## config.mk

```make
export PLATFORM = sky130hd
export DESIGN_NAME = mod_reduce_25519_flat
export DESIGN_NICKNAME = d
export VERILOG_FILES = /design/src/rtl/p25519_pkg.sv /design/src/rtl/mod_reduce_25519_if.sv /design/src/rtl/limb_fold_mac.sv /design/src/rtl/mod_reduce_25519.sv /design/src/flat_wrapper.sv
export SDC_FILE = /design/constraint.sdc
export NUM_CORES = 2
export LEC_CHECK = 0
export BUFFER_PORTS_ARGS = -buffer_cell sky130_fd_sc_hd__buf_2
export CELL_PAD_IN_SITES_DETAIL_PLACEMENT = 1
export CELL_PAD_IN_SITES_GLOBAL_PLACEMENT = 1
export CORE_MARGIN = 8
export CORE_UTILIZATION = 35
export CTS_BUF_LIST = sky130_fd_sc_hd__clkbuf_4
export CTS_CLUSTER_SIZE = 10
export DETAILED_ROUTE_END_ITERATION = 8
export GPL_ROUTABILITY_DRIVEN = 0
export PLACE_DENSITY = 0.75
export SKIP_LAST_GASP = 1
export SLEW_MARGIN = 30
export SYNTH_ARGS = -nofsm -noshare
export SYNTH_HDL_FRONTEND = slang
export SYNTH_SLANG_ARGS = --single-unit
```

## constraint.sdc

```tcl
create_clock -name clk -period 24.7 [get_ports clk]
set_clock_uncertainty 0.15 [all_clocks]
set_input_delay 1.235 -clock clk [delete_from_list [all_inputs] [get_ports clk]]
set_output_delay 1.235 -clock clk [all_outputs]
set_load 0.01 [all_outputs]
```

## src/rtl/p25519_pkg.sv

```systemverilog
// Shared constants and types for arithmetic modulo p = 2^255 - 19.
//   P25519            : the field prime, 256 bits wide (bit 255 is 0)
//   FOLD_HI / FOLD_TOP: 2^256 = 38 and 2^255 = 19 (mod p)
//   LIMB_W / N_LIMBS  : limb-serial datapath geometry (16 x 16 bits)
//   CARRY_W           : limb carry width; a carry never exceeds 39
//   state_t           : reducer FSM encoding
package p25519_pkg;

    localparam int LIMB_W   = 16;
    localparam int N_LIMBS  = 16;
    localparam int CARRY_W  = 6;
    localparam int FOLD_HI  = 38;
    localparam int FOLD_TOP = 19;

    // 0x7fff...ffed: bit 255 clear, bits 254..5 set, low five bits 01101.
    localparam logic [255:0] P25519 = {1'b0, {250{1'b1}}, 5'b01101};

    typedef enum logic [1:0] {
        IDLE  = 2'd0,
        FOLD1 = 2'd1,
        FOLD2 = 2'd2,
        CSUB  = 2'd3
    } state_t;

endpackage

```

## src/rtl/mod_reduce_25519_if.sv

```systemverilog
// Start/done bus between the product source and the reducer.
//   start     : request, sampled only while the reducer is IDLE
//   in        : 512-bit product, captured on the cycle start is accepted
//   out       : 256-bit residue, valid while done is high and held afterwards
//   done      : one-cycle completion pulse
//   busy      : high from the cycle after acceptance until done rises
//   state_dbg : current FSM state, for observation only
// Handshake: the master raises start with in valid; the request is taken at
// the first rising edge where start=1 and the reducer is IDLE. A start seen
// while busy is dropped, not queued. The master may change in freely after
// acceptance. done pulses for exactly one cycle with out valid in that cycle,
// and a new start may be presented in that same cycle.
interface mod_reduce_25519_if;
    import p25519_pkg::*;

    logic         start;
    logic [511:0] in;
    logic [255:0] out;
    logic         done;
    logic         busy;
    state_t       state_dbg;

    modport master (
        output start, in,
        input  out, done, busy, state_dbg
    );

    modport slave (
        input  start, in,
        output out, done, busy, state_dbg
    );

endinterface

```

## src/rtl/limb_fold_mac.sv

```systemverilog
// Combinational limb multiply-accumulate: {cout, sum} = a + 38*b + cin.
//   a    : 16-bit limb of the low half
//   b    : 16-bit limb of the high half (weighted by 2^256 = 38)
//   cin  : 6-bit carry from the previous limb (at most 39)
//   sum  : 16-bit result limb
//   cout : 6-bit carry to the next limb (at most 39)
// Worst case 65535 + 38*65535 + 39 < 2^22, so 22 bits never overflow.
module limb_fold_mac
    import p25519_pkg::*;
(
    input  logic [LIMB_W-1:0]  a,
    input  logic [LIMB_W-1:0]  b,
    input  logic [CARRY_W-1:0] cin,
    output logic [LIMB_W-1:0]  sum,
    output logic [CARRY_W-1:0] cout
);

    localparam int SUM_W = LIMB_W + CARRY_W;

    logic [SUM_W-1:0] s;

    always_comb begin
        s    = SUM_W'(a) + SUM_W'(b) * SUM_W'(FOLD_HI) + SUM_W'(cin);
        sum  = s[LIMB_W-1:0];
        cout = s[SUM_W-1:LIMB_W];
    end

endmodule

```

## src/rtl/mod_reduce_25519.sv

```systemverilog
// Sequential reducer of a 512-bit product modulo p = 2^255 - 19.
//   clk   : rising-edge clock
//   reset : synchronous, active-high
//   bus   : slave side of mod_reduce_25519_if (start/in/out/done/busy/state_dbg)
// Flow: IDLE -> FOLD1 (16 cycles, one limb of lo + 38*hi per cycle)
//       -> FOLD2 (fold bits 255 and above back in with weight 19)
//       -> CSUB (one conditional subtraction of p) -> IDLE with done.
// done appears 18 cycles after acceptance; out holds until the next completion.
module mod_reduce_25519
    import p25519_pkg::*;
(
    input  logic                 clk,
    input  logic                 reset,
    mod_reduce_25519_if.slave    bus
);

    localparam int K_W = $clog2(N_LIMBS);

    state_t             state_q;
    logic [K_W-1:0]     k_q;
    logic [255:0]       lo_q;
    logic [255:0]       hi_q;
    logic [255:0]       r_q;
    logic [255:0]       u_q;
    logic [255:0]       out_q;
    logic [CARRY_W-1:0] carry_q;
    logic               done_q;
    logic               busy_q;

    logic [LIMB_W-1:0]  mac_sum;
    logic [CARRY_W-1:0] mac_cout;
    logic [6:0]         top;
    logic [10:0]        top_x19;
    logic [255:0]       u_next;
    logic [255:0]       red;

    // lo_q/hi_q shift right one limb per FOLD1 cycle, so the MAC always
    // sees limb k in the bottom 16 bits.
    limb_fold_mac u_mac (
        .a    (lo_q[LIMB_W-1:0]),
        .b    (hi_q[LIMB_W-1:0]),
        .cin  (carry_q),
        .sum  (mac_sum),
        .cout (mac_cout)
    );

    always_comb begin
        // Everything at weight 2^255 and above: the final carry (weight 2^256)
        // and r bit 255. Value < 78, so 19*top fits in 11 bits.
        top     = {carry_q, r_q[255]};
        top_x19 = 11'(top) * 11'(FOLD_TOP);
        u_next  = {1'b0, r_q[254:0]} + 256'(top_x19);
        // u < 2p, so a single conditional subtraction fully reduces it.
        red     = (u_q >= P25519) ? (u_q - P25519) : u_q;
    end

    always_ff @(posedge clk) begin
        if (reset) begin
            state_q <= IDLE;
            out_q   <= '0;
            done_q  <= 1'b0;
            busy_q  <= 1'b0;
        end else begin
            done_q <= 1'b0;
            case (state_q)
                IDLE: begin
                    if (bus.start) begin
                        lo_q    <= bus.in[255:0];
                        hi_q    <= bus.in[511:256];
                        k_q     <= '0;
                        carry_q <= '0;
                        busy_q  <= 1'b1;
                        state_q <= FOLD1;
                    end
                end
                FOLD1: begin
                    // New limbs enter at the top; after 16 shifts limb 0
                    // sits in r_q[15:0].
                    r_q     <= {mac_sum, r_q[255:LIMB_W]};
                    lo_q    <= lo_q >> LIMB_W;
                    hi_q    <= hi_q >> LIMB_W;
                    carry_q <= mac_cout;
                    k_q     <= k_q + 1'b1;
                    if (k_q == K_W'(N_LIMBS - 1)) begin
                        state_q <= FOLD2;
                    end
                end
                FOLD2: begin
                    u_q     <= u_next;
                    state_q <= CSUB;
                end
                CSUB: begin
                    out_q   <= red;
                    done_q  <= 1'b1;
                    busy_q  <= 1'b0;
                    state_q <= IDLE;
                end
                default: begin
                    state_q <= IDLE;
                end
            endcase
        end
    end

    assign bus.out       = out_q;
    assign bus.done      = done_q;
    assign bus.busy      = busy_q;
    assign bus.state_dbg = state_q;

endmodule

```

## src/flat_wrapper.sv

```systemverilog
// flat-port wrapper written by rule: the top's interface ports become plain ports
module mod_reduce_25519_flat import p25519_pkg::*;
  (clk, reset, bus_start, bus_in, bus_out, bus_done, bus_busy, bus_state_dbg);
  mod_reduce_25519_if bus_i ();
  input  logic clk;
  input  logic reset;
  input wire logic [$bits(bus_i.start)-1:0] bus_start;
  input wire logic [$bits(bus_i.in)-1:0] bus_in;
  output wire logic [$bits(bus_i.out)-1:0] bus_out;
  output wire logic [$bits(bus_i.done)-1:0] bus_done;
  output wire logic [$bits(bus_i.busy)-1:0] bus_busy;
  output wire logic [$bits(bus_i.state_dbg)-1:0] bus_state_dbg;
  assign bus_i.start = bus_start;
  assign bus_i.in = bus_in;
  assign bus_out = bus_i.out;
  assign bus_done = bus_i.done;
  assign bus_busy = bus_i.busy;
  assign bus_state_dbg = bus_i.state_dbg;
  mod_reduce_25519 u_core (.clk(clk), .reset(reset), .bus(bus_i));
endmodule
```

### After elaboration in Yosys (flattened, before gate mapping)

Index checks and enable logic that the tools add are counted.
Widths: inputs -> output; s select.

| word-level totals | value |
|---|---|
| bits of input ports | 515 |
| bits in writable memories | 0 |
| memory bits (read-only) | 0 |
| latch bits | 0 |
| memories kept | 0 |
| register bits | 1294 |
| word-level logic and storage cells | 48 |
| output and inout bits | 260 |

| cells by class | value |
|---|---|
| bitwise operators | 1 |
| shift-type cells | 0 |
| multiply operators | 2 |
| order comparisons | 1 |
| reductions and logical operators | 8 |
| div/mod/pow operators | 0 |
| muxes and demuxes | 15 |
| equal/unequal tests | 6 |
| add/sub/neg operators | 5 |

Operators by type and width:

| cell | number |
|---|---|
| $pmux 256 s2 | 2 |
| $mux 256 | 3 |
| $add 255x11->256 | 1 |
| $ge 256x255->1 const B | 1 |
| $sub 256x255->256 const B | 1 |
| $add 16x22->22 | 1 |
| $add 22x6->22 | 1 |
| $mul 16x5->21 const B | 1 |
| $pmux 6 s2 | 1 |
| $mul 7x5->11 const B | 1 |
| $pmux 2 s4 | 1 |
| $pmux 4 s2 | 1 |
| $reduce_and 2->1 | 4 |
| $mux 6 | 1 |
| $add 4x1->4 const B | 1 |
| $eq 2x2->1 const B | 2 |
| $eq 4x4->1 const B | 1 |
| $mux 2 | 2 |
| $mux 4 | 1 |
| $reduce_bool 2->1 | 2 |
| $reduce_and 3->1 | 1 |
| $eq 2x1->1 const B | 1 |
| $logic_not 2->1 | 1 |
| $mux 1 | 2 |
| other kinds (4) | 4 |

### Logic depth before layout (Yosys ltp)

| logic depth | value |
|---|---|
| word-level depth | 4 |
| mapped depth | 23 |
| mapped depth without buffers | 22 |

### By module

From an unflattened synthesis, not the netlist that was laid out.

| second synthesis, totals | value |
|---|---|
| cell total of the unflattened synthesis | 5578 |
| area total of the unflattened synthesis | 65032.4 µm² |

Modules (own cells, without submodules):

| module | times used | cells each | area each (µm²) | sequential area each (µm²) |
|---|---|---|---|---|
| mod_reduce_25519 | 1 | 5250 | 62487.4 | 36254.8 |
| limb_fold_mac | 1 | 328 | 2544.9 | 0.0 |

### Worst setup path after synthesis

No wires, ideal clock.

| timing | value |
|---|---|
| path type | in2reg |
| start point | input port reset |
| end point | register u_core.carry_q[0], enable pin |
| setup time | 1.418 ns |
| stages | 4 |
| setup slack | -0.290 ns |
| buffers on the path | 3 |
| arrival | 23.422 ns |
| required time | 23.132 ns |
| cell sequence | clkbuf_1 > clkbuf_1 > clkbuf_1 > nor2_1 |

| on the way | value |
|---|---|
| longest elaborated chain between the ends | 2 |

RTL lines:

| item | RTL line | text |
|---|---|---|
| start, declared | flat_wrapper.sv:6 | `input logic reset;` |
| $not 1->1 (no line) | n/a |  |
| $reduce_and 3->1 (no line) | n/a |  |
| end signal, assigned | mod_reduce_25519.sv:82 | `carry_q <= mac_cout;` |
| end, declared | mod_reduce_25519.sv:26 | `logic [CARRY_W-1:0] carry_q;` |

No other way between the ends.
A chain may end at the register's enable or synchronous reset.

### Worst setup path after layout

| timing | value |
|---|---|
| start point | register u_core.carry_q[0] |
| end point | register u_core.u_q[252] (data pin) |

| on the way | value |
|---|---|
| longest elaborated chain between the ends | 2 |

RTL lines:

| item | RTL line | text |
|---|---|---|
| $mul 7x5->11 | mod_reduce_25519.sv:51 | `top_x19 = 11'(top) * 11'(FOLD_TOP);` |
| $add 255x11->256 | mod_reduce_25519.sv:52 | `u_next = {1'b0, r_q[254:0]} + 256'(top_x19);` |
| named net u_core.u_next[252] | mod_reduce_25519.sv:34 | `logic [255:0] u_next;` |
| end signal, assigned | mod_reduce_25519.sv:89 | `u_q <= u_next;` |
| end, declared | mod_reduce_25519.sv:24 | `logic [255:0] u_q;` |

The timed path passes the listed nets, and every way through them passes these cells.

==> summary.txt <==
Synthesized area per cell - 12.1 µm²
Final Hold Viols - 0
Clock sinks - 1294
Area post-placement - 69300 µm²
Critical Path RT - 25600 ps
Largest net degree at the start of global routing - 189
FF-to-FF path depth - 19
Vias in the first global route - 54100
Total design power - 8.75 mW
Placed Cells - 8176
Post-Syn Area - 62600 µm²
Period utilization - 0.260
Clock Power Share - 0.234
CP cell instances - ha_1 -> fa_1 -> ha_1 -> inv_1 -> o21bai_1 -> a21oi_1 -> o21bai_1 -> a21o_1 -> a21oi_1 -> xnor2_1 -> ha_1 -> o21a_1 -> o21ai_0 -> nor4_1 -> nand4_1 -> or4_1 -> nor4_2 -> nand3_1 -> xnor2_1
Setup WS post-layout - 18270 ps
Internal - 5.41 mW
Ys async rst share - 0
Relative slew slack - 0.247
Commonest non-fill, non-tap cells in the layout - 1034 x edfxtp_1, 773 x buf_2, 509 x dlygate4sd3_1, 507 x clkbuf_4, 480 x mux2_2
Drt first pass iters - 6
Commonest non-fill, non-tap cell in the layout - edfxtp_1
First-pass GRT wire length - 370 mm
Status - complete, no violations
RSZ-0062 raised after global routing - no
P&R area growth vs syn - 26.3%
Rows - 155
Slowest-stage cell, CP - nor4_2
Chip width - 439 µm
Final instance area - 79100 µm²
Seq/Total Area, Yosys - 0.579
Clock tree buffer depth - 4
Overflow after GRT - 0
Clock slew at reported path FFs - 70 ps
CP max FO - 7
CTS Buf Count - 364
EDFF count, synth - 1034
Crit end category - flop
Hold WC Path Type - in2reg
Worst EP arrival - 7330 ps
Die Area - 193000 µm²
Total Neg Setup Slack - 0 ps
CTS resizes - 0
Peak supply drop - 0.0970 mV
Post-Place Worst Slack - 18310 ps
Ys flop type - edfxtp_1
Seq pwr share - 0.403
Hold path cells - 2
Netlist cell types - 78
All-Layer GR Usage - 0.255
Fin. max-slew vios - 0
Net switching power - 3.34 mW
Die Y - 439 µm
Starting density of the core - 0.352
Fin crit period - 6430 ps
IO buf count - 774
Drt total wl - 263 mm
H-tree depth - 5
DR vias - 52300
R2R Setup Slk - 18270 ps
Vias per std cell - 5.58
Max-Cap Viols - 0
Mapped Nets - 5821
DRC - 0
Boundary pin count - 775
Worst skew pair latency - 1430 ps
F_max - 0.156 GHz
Post-Synthesis Cells - 5185
Cell Count, Final, Fillers Out - 9365
Initial antenna violation count - 41
Leakage - 28.0 nW
TritonCTS clock tree - yes
Nets - 7337
Post-DP HPWL - 174 mm
Core area - 178000 µm²
Slew @ Worst Pin - 1130 ps
Flops & latches, synth - 1294
Worst setup SP type - flop
WL/cell - 28.1 µm
CTS root buf - clkbuf_4
Antenna viol nets, final - 0
Share of cells above drive strength 1 - 0.277
Sw Share - 0.382
Slowest stage delay, CP - 960 ps
Endpoints failing setup - 0
Cell Pwr Density - 111 nW/µm²
Initial drt markers - 4926
Setup Crit Path Kind - reg2reg
Gate power share - 0.363
YS warnings - 0
Most frequent cell on the critical path - ha_1
-- power groups by stage --
stage / Clock, mW / Combinational, mW / Sequential (mW)
floorplan: 0 / 2.10 / 3.52
global placement: 0 / 2.84 / 3.49
detailed placement: 0 / 2.95 / 3.52
CTS: 1.99 / 3.05 / 3.48
global route: 2.17 / 3.43 / 3.56
finish: 2.04 / 3.17 / 3.53
-- cell usage after synthesis, types with 6 or more instances --
master	n	area, µm²
a211oi_1	190	1430
a21o_1	12	90.1
a21oi_1	50	250
a311oi_1	51	447
a31oi_1	6	37.5
and2_1	48	300
and3_1	105	657
and4_1	48	420
buf_1	9	33.8
clkbuf_1	191	717
dfxtp_1	260	5200
edfxtp_1	1034	31000
fa_1	22	440
ha_1	99	1240
inv_1	150	563
mux2_2	480	5410
mux2i_1	17	170
nand2_1	307	1150
nand2b_1	26	163
nand3_1	263	1320
nand4_1	204	1280
nand4b_1	7	61.3
nor2_1	473	1780
nor2b_1	46	288
nor3_1	177	886
nor3_2	6	60.1
nor3b_1	9	67.6
nor4_1	115	719
o2111ai_1	7	61.3
o211ai_1	10	75.1
o21a_1	17	128
o21ai_0	58	290
o21bai_1	10	75.1
o31ai_1	11	82.6
or2_2	18	113
or3_1	73	457
or4_1	32	240
xnor2_1	268	2350
xor2_1	196	1720
-- routing by layer --
| metal | track usage | up-vias | routed length [µm] |
|---|---|---|---|
| li1 | - | 22800 | - |
| met2 | 0.428 | 3147 | 127000 |
| met5 | 0 | - | 41 |
| met3 | 0.0599 | 736 | 22700 |
| met1 | 0.297 | 25600 | 96100 |
| met4 | 0.150 | 8 | 16800 |
-- registers in the layout, summed over array words and instances (netlist names) --
| signal | count |
|---|---|
| u_core.bus.state_dbg | 2 |
| u_core.bus.busy | 1 |
| u_core.u_q | 256 |
| u_core.lo_q | 256 |
| u_core.bus.done | 1 |
| u_core.bus.out | 256 |
| u_core.r_q | 256 |
| u_core.hi_q | 256 |
| u_core.k_q | 4 |
| u_core.carry_q | 6 |
-- repair_timing --
item / CTS / global route
hold buffers: 509 / 0
setup buffers: 0 / 0
endpoints found under the hold margin: 525 / 0
-- critical path: cells and delay by family, from the launching register on --
kind	cells	cell delay, ps
adder cells (fa/ha/maj)	4	1580
AO/OA/AOI/OAI	7	1090
XOR/XNOR	2	320
AND/OR/NAND/NOR	5	2420
flip-flops	1	480
buffers and inverters	1	90
-- logic make-up after synthesis --
| family | Yosys count | synth area share |
|---|---|---|
| and+or+nand+nor | 1992 | 0.165 |
| DFF | 1294 | 0.579 |
| muxes | 497 | 0.0890 |
| xor gates and xnor gates | 464 | 0.0649 |
| AOI/OAI and AO/OA | 461 | 0.0540 |
| buffers and inverters | 356 | 0.0215 |
| adders and majority gates | 121 | 0.0268 |
-- final cells by class --
class / count / area [µm²]
diodes: 68 / 170
repair buffers: 1354 / 9660
flip-flops and latches: 1294 / 36300
well taps: 2355 / 2950
fillers: 19400 / 99000
multi-input cells: 3535 / 25100
clock inverters: 100 / 532
inverters: 152 / 571
clock buffers: 507 / 3810
-- per-stage QoR --
stage                     utilization  hold WS (ps)
after detailed placement        0.389           297
after CTS                       0.442         0.413
after global placement          0.389           285
after floorplan                     -           274
after global routing            0.444          77.0
final                           0.444           165
-- final timing paths --
| kind | startpoint | endpoint |
|---|---|---|
| worst max-delay path | u_core.carry_q[0] | u_core.u_q[252] |
| worst min-delay path | bus_in[89] | u_core.lo_q[89] |
| worst max register to register | u_core.carry_q[0] | u_core.u_q[252] |
| worst min register to register | u_core.r_q[243] | u_core.r_q[227] |
No activity file was read; power rests on OpenSTA's default activity.
